[src/rtl/lake_pkg.sv]
// Shared defaults and typedefs for the lake de-aggregation buffer.
// Occupancy counts buffered wide words; lane_cnt_t sizes a lane count.
package lake_pkg;

    localparam int DEFAULT_DATA_WIDTH  = 16;
    localparam int DEFAULT_FETCH_WIDTH = 4;

    typedef logic [1:0] occ_t;
    typedef logic [$clog2(DEFAULT_FETCH_WIDTH):0] lane_cnt_t;

    localparam occ_t OCC_EMPTY = 2'd0;
    localparam occ_t OCC_FULL  = 2'd2;

endpackage

[src/rtl/lake_deagg_buffer.sv]
// Two-entry ping-pong buffer that splits wide words into narrow lanes,
// emitting only the first lane_count lanes of each word.
module lake_deagg_buffer
    import lake_pkg::*;
#(
    parameter int DATA_WIDTH  = DEFAULT_DATA_WIDTH,
    parameter int FETCH_WIDTH = DEFAULT_FETCH_WIDTH
) (
    input  logic                              clk,
    input  logic                              rst,
    input  logic [FETCH_WIDTH*DATA_WIDTH-1:0] i_wide_data,
    input  logic                              i_wide_valid,
    output logic                              o_wide_ready,
    input  logic [$clog2(FETCH_WIDTH):0]      i_lane_count,
    output logic [DATA_WIDTH-1:0]             o_data_out,
    output logic                              o_data_valid,
    input  logic                              i_data_ready,
    output logic                              o_last
);

    localparam int LW = $clog2(FETCH_WIDTH);
    localparam int CW = LW + 1;
    localparam int WW = FETCH_WIDTH * DATA_WIDTH;

    logic [WW-1:0] r_data [2];
    logic [CW-1:0] r_cnt  [2];
    logic          r_wr_ptr;
    logic          r_rd_ptr;
    occ_t          r_occ;
    logic [LW-1:0] r_lane;

    logic          w_push;
    logic          w_pop;
    logic          w_pop_last;
    logic [CW-1:0] w_eff_cnt;
    logic [CW-1:0] w_cnt_m1;
    logic [WW-1:0] w_word;

    assign o_wide_ready = (r_occ < OCC_FULL);
    assign o_data_valid = (r_occ != OCC_EMPTY);

    assign w_word     = r_data[r_rd_ptr];
    assign w_cnt_m1   = r_cnt[r_rd_ptr] - CW'(1);
    assign o_data_out = w_word[int'(r_lane)*DATA_WIDTH +: DATA_WIDTH];
    assign o_last     = o_data_valid && ({1'b0, r_lane} == w_cnt_m1);

    // Zero or overrange counts mean "emit the whole word".
    assign w_eff_cnt = (i_lane_count == '0 ||
                        i_lane_count > CW'(FETCH_WIDTH))
                     ? CW'(FETCH_WIDTH) : i_lane_count;

    assign w_push     = i_wide_valid && o_wide_ready && !rst;
    assign w_pop      = o_data_valid && i_data_ready;
    assign w_pop_last = w_pop && o_last;

    // Storage is intentionally left unreset; occupancy gates its use.
    always_ff @(posedge clk) begin
        if (w_push) begin
            r_data[r_wr_ptr] <= i_wide_data;
            r_cnt[r_wr_ptr]  <= w_eff_cnt;
        end
    end

    always_ff @(posedge clk) begin
        if (rst) begin
            r_wr_ptr <= 1'b0;
            r_rd_ptr <= 1'b0;
            r_occ    <= OCC_EMPTY;
            r_lane   <= '0;
        end else begin
            if (w_push) begin
                r_wr_ptr <= ~r_wr_ptr;
            end
            if (w_pop) begin
                if (o_last) begin
                    r_lane   <= '0;
                    r_rd_ptr <= ~r_rd_ptr;
                end else begin
                    r_lane <= r_lane + LW'(1);
                end
            end
            unique case ({w_push, w_pop_last})
                2'b10:   r_occ <= r_occ + occ_t'(1);
                2'b01:   r_occ <= r_occ - occ_t'(1);
                default: r_occ <= r_occ;
            endcase
        end
    end

endmodule

[config.mk]
export PLATFORM = sky130hd
export DESIGN_NAME = lake_deagg_buffer
export DESIGN_NICKNAME = d
export VERILOG_FILES = /design/src/rtl/lake_pkg.sv /design/src/rtl/lake_deagg_buffer.sv
export SDC_FILE = /design/constraint.sdc
export NUM_CORES = 1
export LEC_CHECK = 0
export ABC_AREA = 1
export CAP_MARGIN = 25
export CORE_MARGIN = 2
export CORE_UTILIZATION = 35
export CTS_CLUSTER_SIZE = 24
export DETAILED_ROUTE_END_ITERATION = 8
export PLACE_DENSITY = 0.63
export REMOVE_ABC_BUFFERS = 1
export SYNTH_ARGS = -nofsm -noshare
export SYNTH_HDL_FRONTEND = slang
export SYNTH_SLANG_ARGS = --single-unit
[constraint.sdc]
create_clock -name clk -period 7.05 [get_ports clk]
set_input_delay 1.41 -clock clk [delete_from_list [all_inputs] [get_ports clk]]
set_output_delay 1.41 -clock clk [all_outputs]
set_load 0.1 [all_outputs]
## Word level (Yosys, flattened, before mapping)

Memories as Yosys holds them, arrays and structs flattened. A register that Yosys moved wholly into a read port is not among the register bits.
Index checks and enable logic that the tools add are counted.

| cells by class | value |
|---|---|
| multiplexer cells | 9 |
| shifts and indexed selects | 1 |
| reduce and logical (&&, ||, !) cells | 11 |
| add/subtract/negate cells | 4 |
| magnitude comparators | 2 |
| eq/ne operators | 3 |
| bitwise gates (word level) | 2 |

Operators by type and width:

| cell | number |
|---|---|
| 64-bit by 7-bit indexed part select with 16-bit output | 1 |
| 1-bit two-way mux | 6 |
| 1-bit logical AND | 5 |
| 2-bit by 1-bit adder with 2-bit output, second input constant | 2 |
| 2-bit case mux with 2 select lines | 1 |
| 2-bit nonzero test | 2 |
| 2-bit by 3-bit equality test with 1-bit output | 1 |
| 3-bit greater-than comparator, second input constant | 1 |
| 3-bit zero test | 1 |
| 3-bit two-way mux | 1 |
| 3-bit by 1-bit subtractor with 3-bit output, second input constant | 1 |
| 2-bit by 1-bit equality test with 1-bit output, second input constant | 1 |
| 2-bit equality test, second input constant | 1 |
| 2-bit less-than comparator, second input constant | 1 |
| 2-bit two-way mux | 1 |
| 1-bit NOT | 2 |
| 2-bit AND reduction | 1 |
| 2-bit by 1-bit subtractor with 2-bit output, second input constant | 1 |
| 1-bit zero test | 1 |
| 1-bit logical OR | 1 |

| word-level totals | value |
|---|---|
| bits of input ports | 71 |
| register bits after elaboration | 6 |
| RAM bits | 134 |
| word-level logic and storage cells | 38 |
| memories kept | 2 |

Memories:

| name | depth | width | rd ports | clocked after Yosys merged registers in | wr ports | RTL line | RTL |
|---|---|---|---|---|---|---|---|
| r_data | 2 | 64 | 1 | 1 | 1 | lake_deagg_buffer.sv:25 | `logic [WW-1:0] r_data [2];` |
| r_cnt | 2 | 3 | 1 | 1 | 1 | lake_deagg_buffer.sv:26 | `logic [CW-1:0] r_cnt [2];` |

## Logic depth before layout (Yosys ltp)

| logic depth | value |
|---|---|
| depth after elaboration | 6 |
| gate-level depth with buffers | 15 |
| gate-level depth less buffers | 14 |

## Least setup slack after synthesis

OpenSTA, ideal clock, no wires.

| timing | value |
|---|---|
| kind | input-to-reg |
| start | input port rst |
| end | memory r_cnt[0][0] (netlist bit), enable pin |
| required time | 6.557 ns |
| stages | 3 |
| path slack | 1.999 ns |
| buffers on the path | 0 |
| data arrival time | 4.558 ns |
| setup time | 0.493 ns |
| path through | inv_1 nand3_1 nor2_1 |

| on the way | value |
|---|---|
| word-level cells in the longest chain between the ends | 4 |

Ends and longest elaborated chain:

| what | RTL line | RTL |
|---|---|---|
| start: declaration | lake_deagg_buffer.sv:10 | `input logic rst,` |
| 1-bit zero test | lake_deagg_buffer.sv:52 | `assign w_push = i_wide_valid && o_wide_ready && !rst;` |
| 1-bit logical AND | lake_deagg_buffer.sv:52 |  |
| 1-bit two-way mux | lake_deagg_buffer.sv:58 | `if (w_push) begin` |
| 1-bit two-way mux (implied by the code) | lake_deagg_buffer.sv:60 | `r_cnt[r_wr_ptr] <= w_eff_cnt;` |
| end: declaration | lake_deagg_buffer.sv:26 |  |

No other way between the ends.

==> metrics <==
outcome=finished clean; total CTS buffers=17; met2 Use GR=0.254; Worst EP required=5.64 ns; GR Util All Layers=0.149; Arr. time, crit path=4.05 ns; sequential share of the synthesized area=0.734; startpoint types=flop; Hold Fails Final Rpt=0; DRT Pass-1 Iters=4; hpwl dp=7.27 mm; CTS Root Buffer Type=clkbuf_16; Vias=3728; worst-margin pin slew=0.986 ns; minimum clock period=5.46 ns; Synth Cell Area=0.00568 mm²; Via density=between 4 and 5; worst vdd ir=0.161 mV; gr busiest metal=met2; top cells by area, synth=edfxtp_1, nor2_1, o21ai_0, nand2_1, dfxtp_1; period utilization=0.774; Max Cap Viol=0; flops & latches, synth=141; dominant cell type by area after synthesis=edfxtp_1; pin count of the biggest net entering global routing=71; Placed Cells=751; Place WS=2.02 ns; register-to-register setup slack=3.64 ns; max-slew violations=0; initial antenna violation count=0; Yosys cell types=27; Bufs on Longest Clock Path=2; clock sinks=141; Layout fillers=1478; Rows=46; skew final=0.00630 ns; WL/cell=about 16 µm; Die X=between 100 and 150 µm; antenna viol nets, final=0; Power Dens Cells=278 mW/mm²; clk slew on worst S/H paths=0.05 ns; GRT Residual Overflow=0; post-synthesis cell count=467; Critical Path Sink Type=output pin; Ports=90; synthesis warning total=0; M3 GR Usage=0.0459; Setup CP Type=reg -> out; RSZ-0062 raised after global routing=no; # setup viols final=0; leak pwr=2.55 nW; Post-CTS Setup Inserts=0; die extent in y=~130 µm; post-synth top area share=0.709; Worst Setup Slack, final=1.59 ns; diode count=0; Max Clock Freq=183 MHz; setup_tns=0 ns; Slew HR=0.340; initial DRC count=260; CTS tree=built; hold_buf cts=0; layout cell share with drive strength beyond 1=0.0670; area grow syn2layout=29.0%; nets=629; Initial Utilization=0.357; CP max FO=70; I/O Buffers=89; Core Area=approximately 0.016 mm²; Hold Path Class=reg -> reg; vias in the first global route=3949; global-route wire length before repair=19.6 mm; Routed WL=12.3 mm; die area=0.0173 mm²; Worst-Skew Late Latency=0.41 ns; # DRC=0; post-CTS resize count=0; H-tree depth=4; GR Layer Usage met1=0.177; mean post-synth cell area=12.2 µm²; Finished Layout Cells=783; gpl congestion=just under 0.8
## layout make-up
type,instances,area (µm²),area share
Clock buffer,20,437,0.0596
Timing Repair Buffer,94,941,0.128
Inverter,17,66.3,0.00906
Tap cell,216,270,0.0369
Sequential cell,141,4170,0.569
Clock inverter,11,125,0.0171
Multi-Input combinational cell,284,1320,0.180
## kinds of logic after synthesis
| group | count (synthesis) | share of synthesized area |
|---|---|---|
| simple gates | 176 | 0.125 |
| buf+inv | 42 | 0.0370 |
| fa+ha+maj | 3 | 0.00661 |
| mux | 1 | 0.00176 |
| xor+xnor | 1 | 0.00154 |
| compound gates | 103 | 0.0943 |
| flops | 141 | 0.734 |
## power breakdown
part | leakage [nW] | internal, mW | total [mW] | switching, mW
combinational | 0.996 | 0.0729 | 0.224 | 0.151
sequential | 1.29 | 0.951 | 0.962 | 0.0116
clock | 0.269 | 0.545 | 0.847 | 0.302
total | 2.55 | 1.57 | 2.03 | 0.465
## critical path, cell delays in order (launching register included)
cell and delay [ns]:
dfxtp_2 0.31, buf_4 0.59, inv_4 0.46, nand2_1 0.23
nand2_1 0.08, ha_1 0.30, nand2_1 0.09, nand2_1 0.07
nor2_1 0.17, nand3_4 0.11, inv_1 0.06, clkdlybuf4s50_1 1.12
## through the flow
stage               hold slack (ns)  cell area [µm²]  power, mW   util
floorplan                     0.459             5530       1.11      -
global placement              0.491             6740       1.20  0.424
detailed placement            0.507             6740       1.20  0.424
CTS                           0.533             7300       2.06  0.460
global route                  0.554             7320       2.11  0.461
finish                        0.531             7320       2.03  0.461
## synthesized netlist by cell type (all sizes together)
cell	instances
dfxtp	7
buf	14
mux2i	1
o21ai	67
xor2	1
clkinv	1
a31oi	16
ha	3
nand2	70
clkbuf	11
nand3b	1
nand4	1
edfxtp	134
nor2	95
a21oi	20
nand3	9
inv	16
## routing by layer
metal,share of wire,vias to the layer above
met5,0,-
met4,0.0098,0
met3,0.038,11
met2,0.51,82
met1,0.44,1812
li1,-,1823
## placed cells by master, fill, tap and decap left out, types with 2 or more instances in the layout
| master | count |
|---|---|
| clkdlybuf4s50_1 | 89 |
| ha_1 | 3 |
| clkbuf_16 | 17 |
| nand3_1 | 8 |
| a21oi_1 | 20 |
| nor2_1 | 91 |
| inv_1 | 14 |
| buf_4 | 4 |
| nand2_1 | 68 |
| o21ai_0 | 58 |
| dfxtp_1 | 5 |
| clkbuf_1 | 3 |
| dfxtp_2 | 2 |
| nor2_4 | 3 |
| o21ai_1 | 9 |
| edfxtp_1 | 134 |
| clkinv_1 | 7 |
| a31oi_1 | 16 |
| bufinv_16 | 3 |
## registers in the layout, indices dropped and copies added, names as in the netlist, named ones only
signal,count
r_cnt,6
r_data,128
r_lane,2
r_occ,2
r_rd_ptr,1
r_wr_ptr,1
## final timing paths
path,cells past startpoint,end,from
hold / removal,2,r_occ[1]$_SDFFE_PP0P_,r_occ[1]$_SDFFE_PP0P_
hold reg to reg,2,r_occ[1]$_SDFFE_PP0P_,r_occ[1]$_SDFFE_PP0P_
setup reg to reg,15,r_occ[1]$_SDFFE_PP0P_,flop
setup / recovery,11,o_last,flop
No activity file was read; power rests on OpenSTA's default activity.
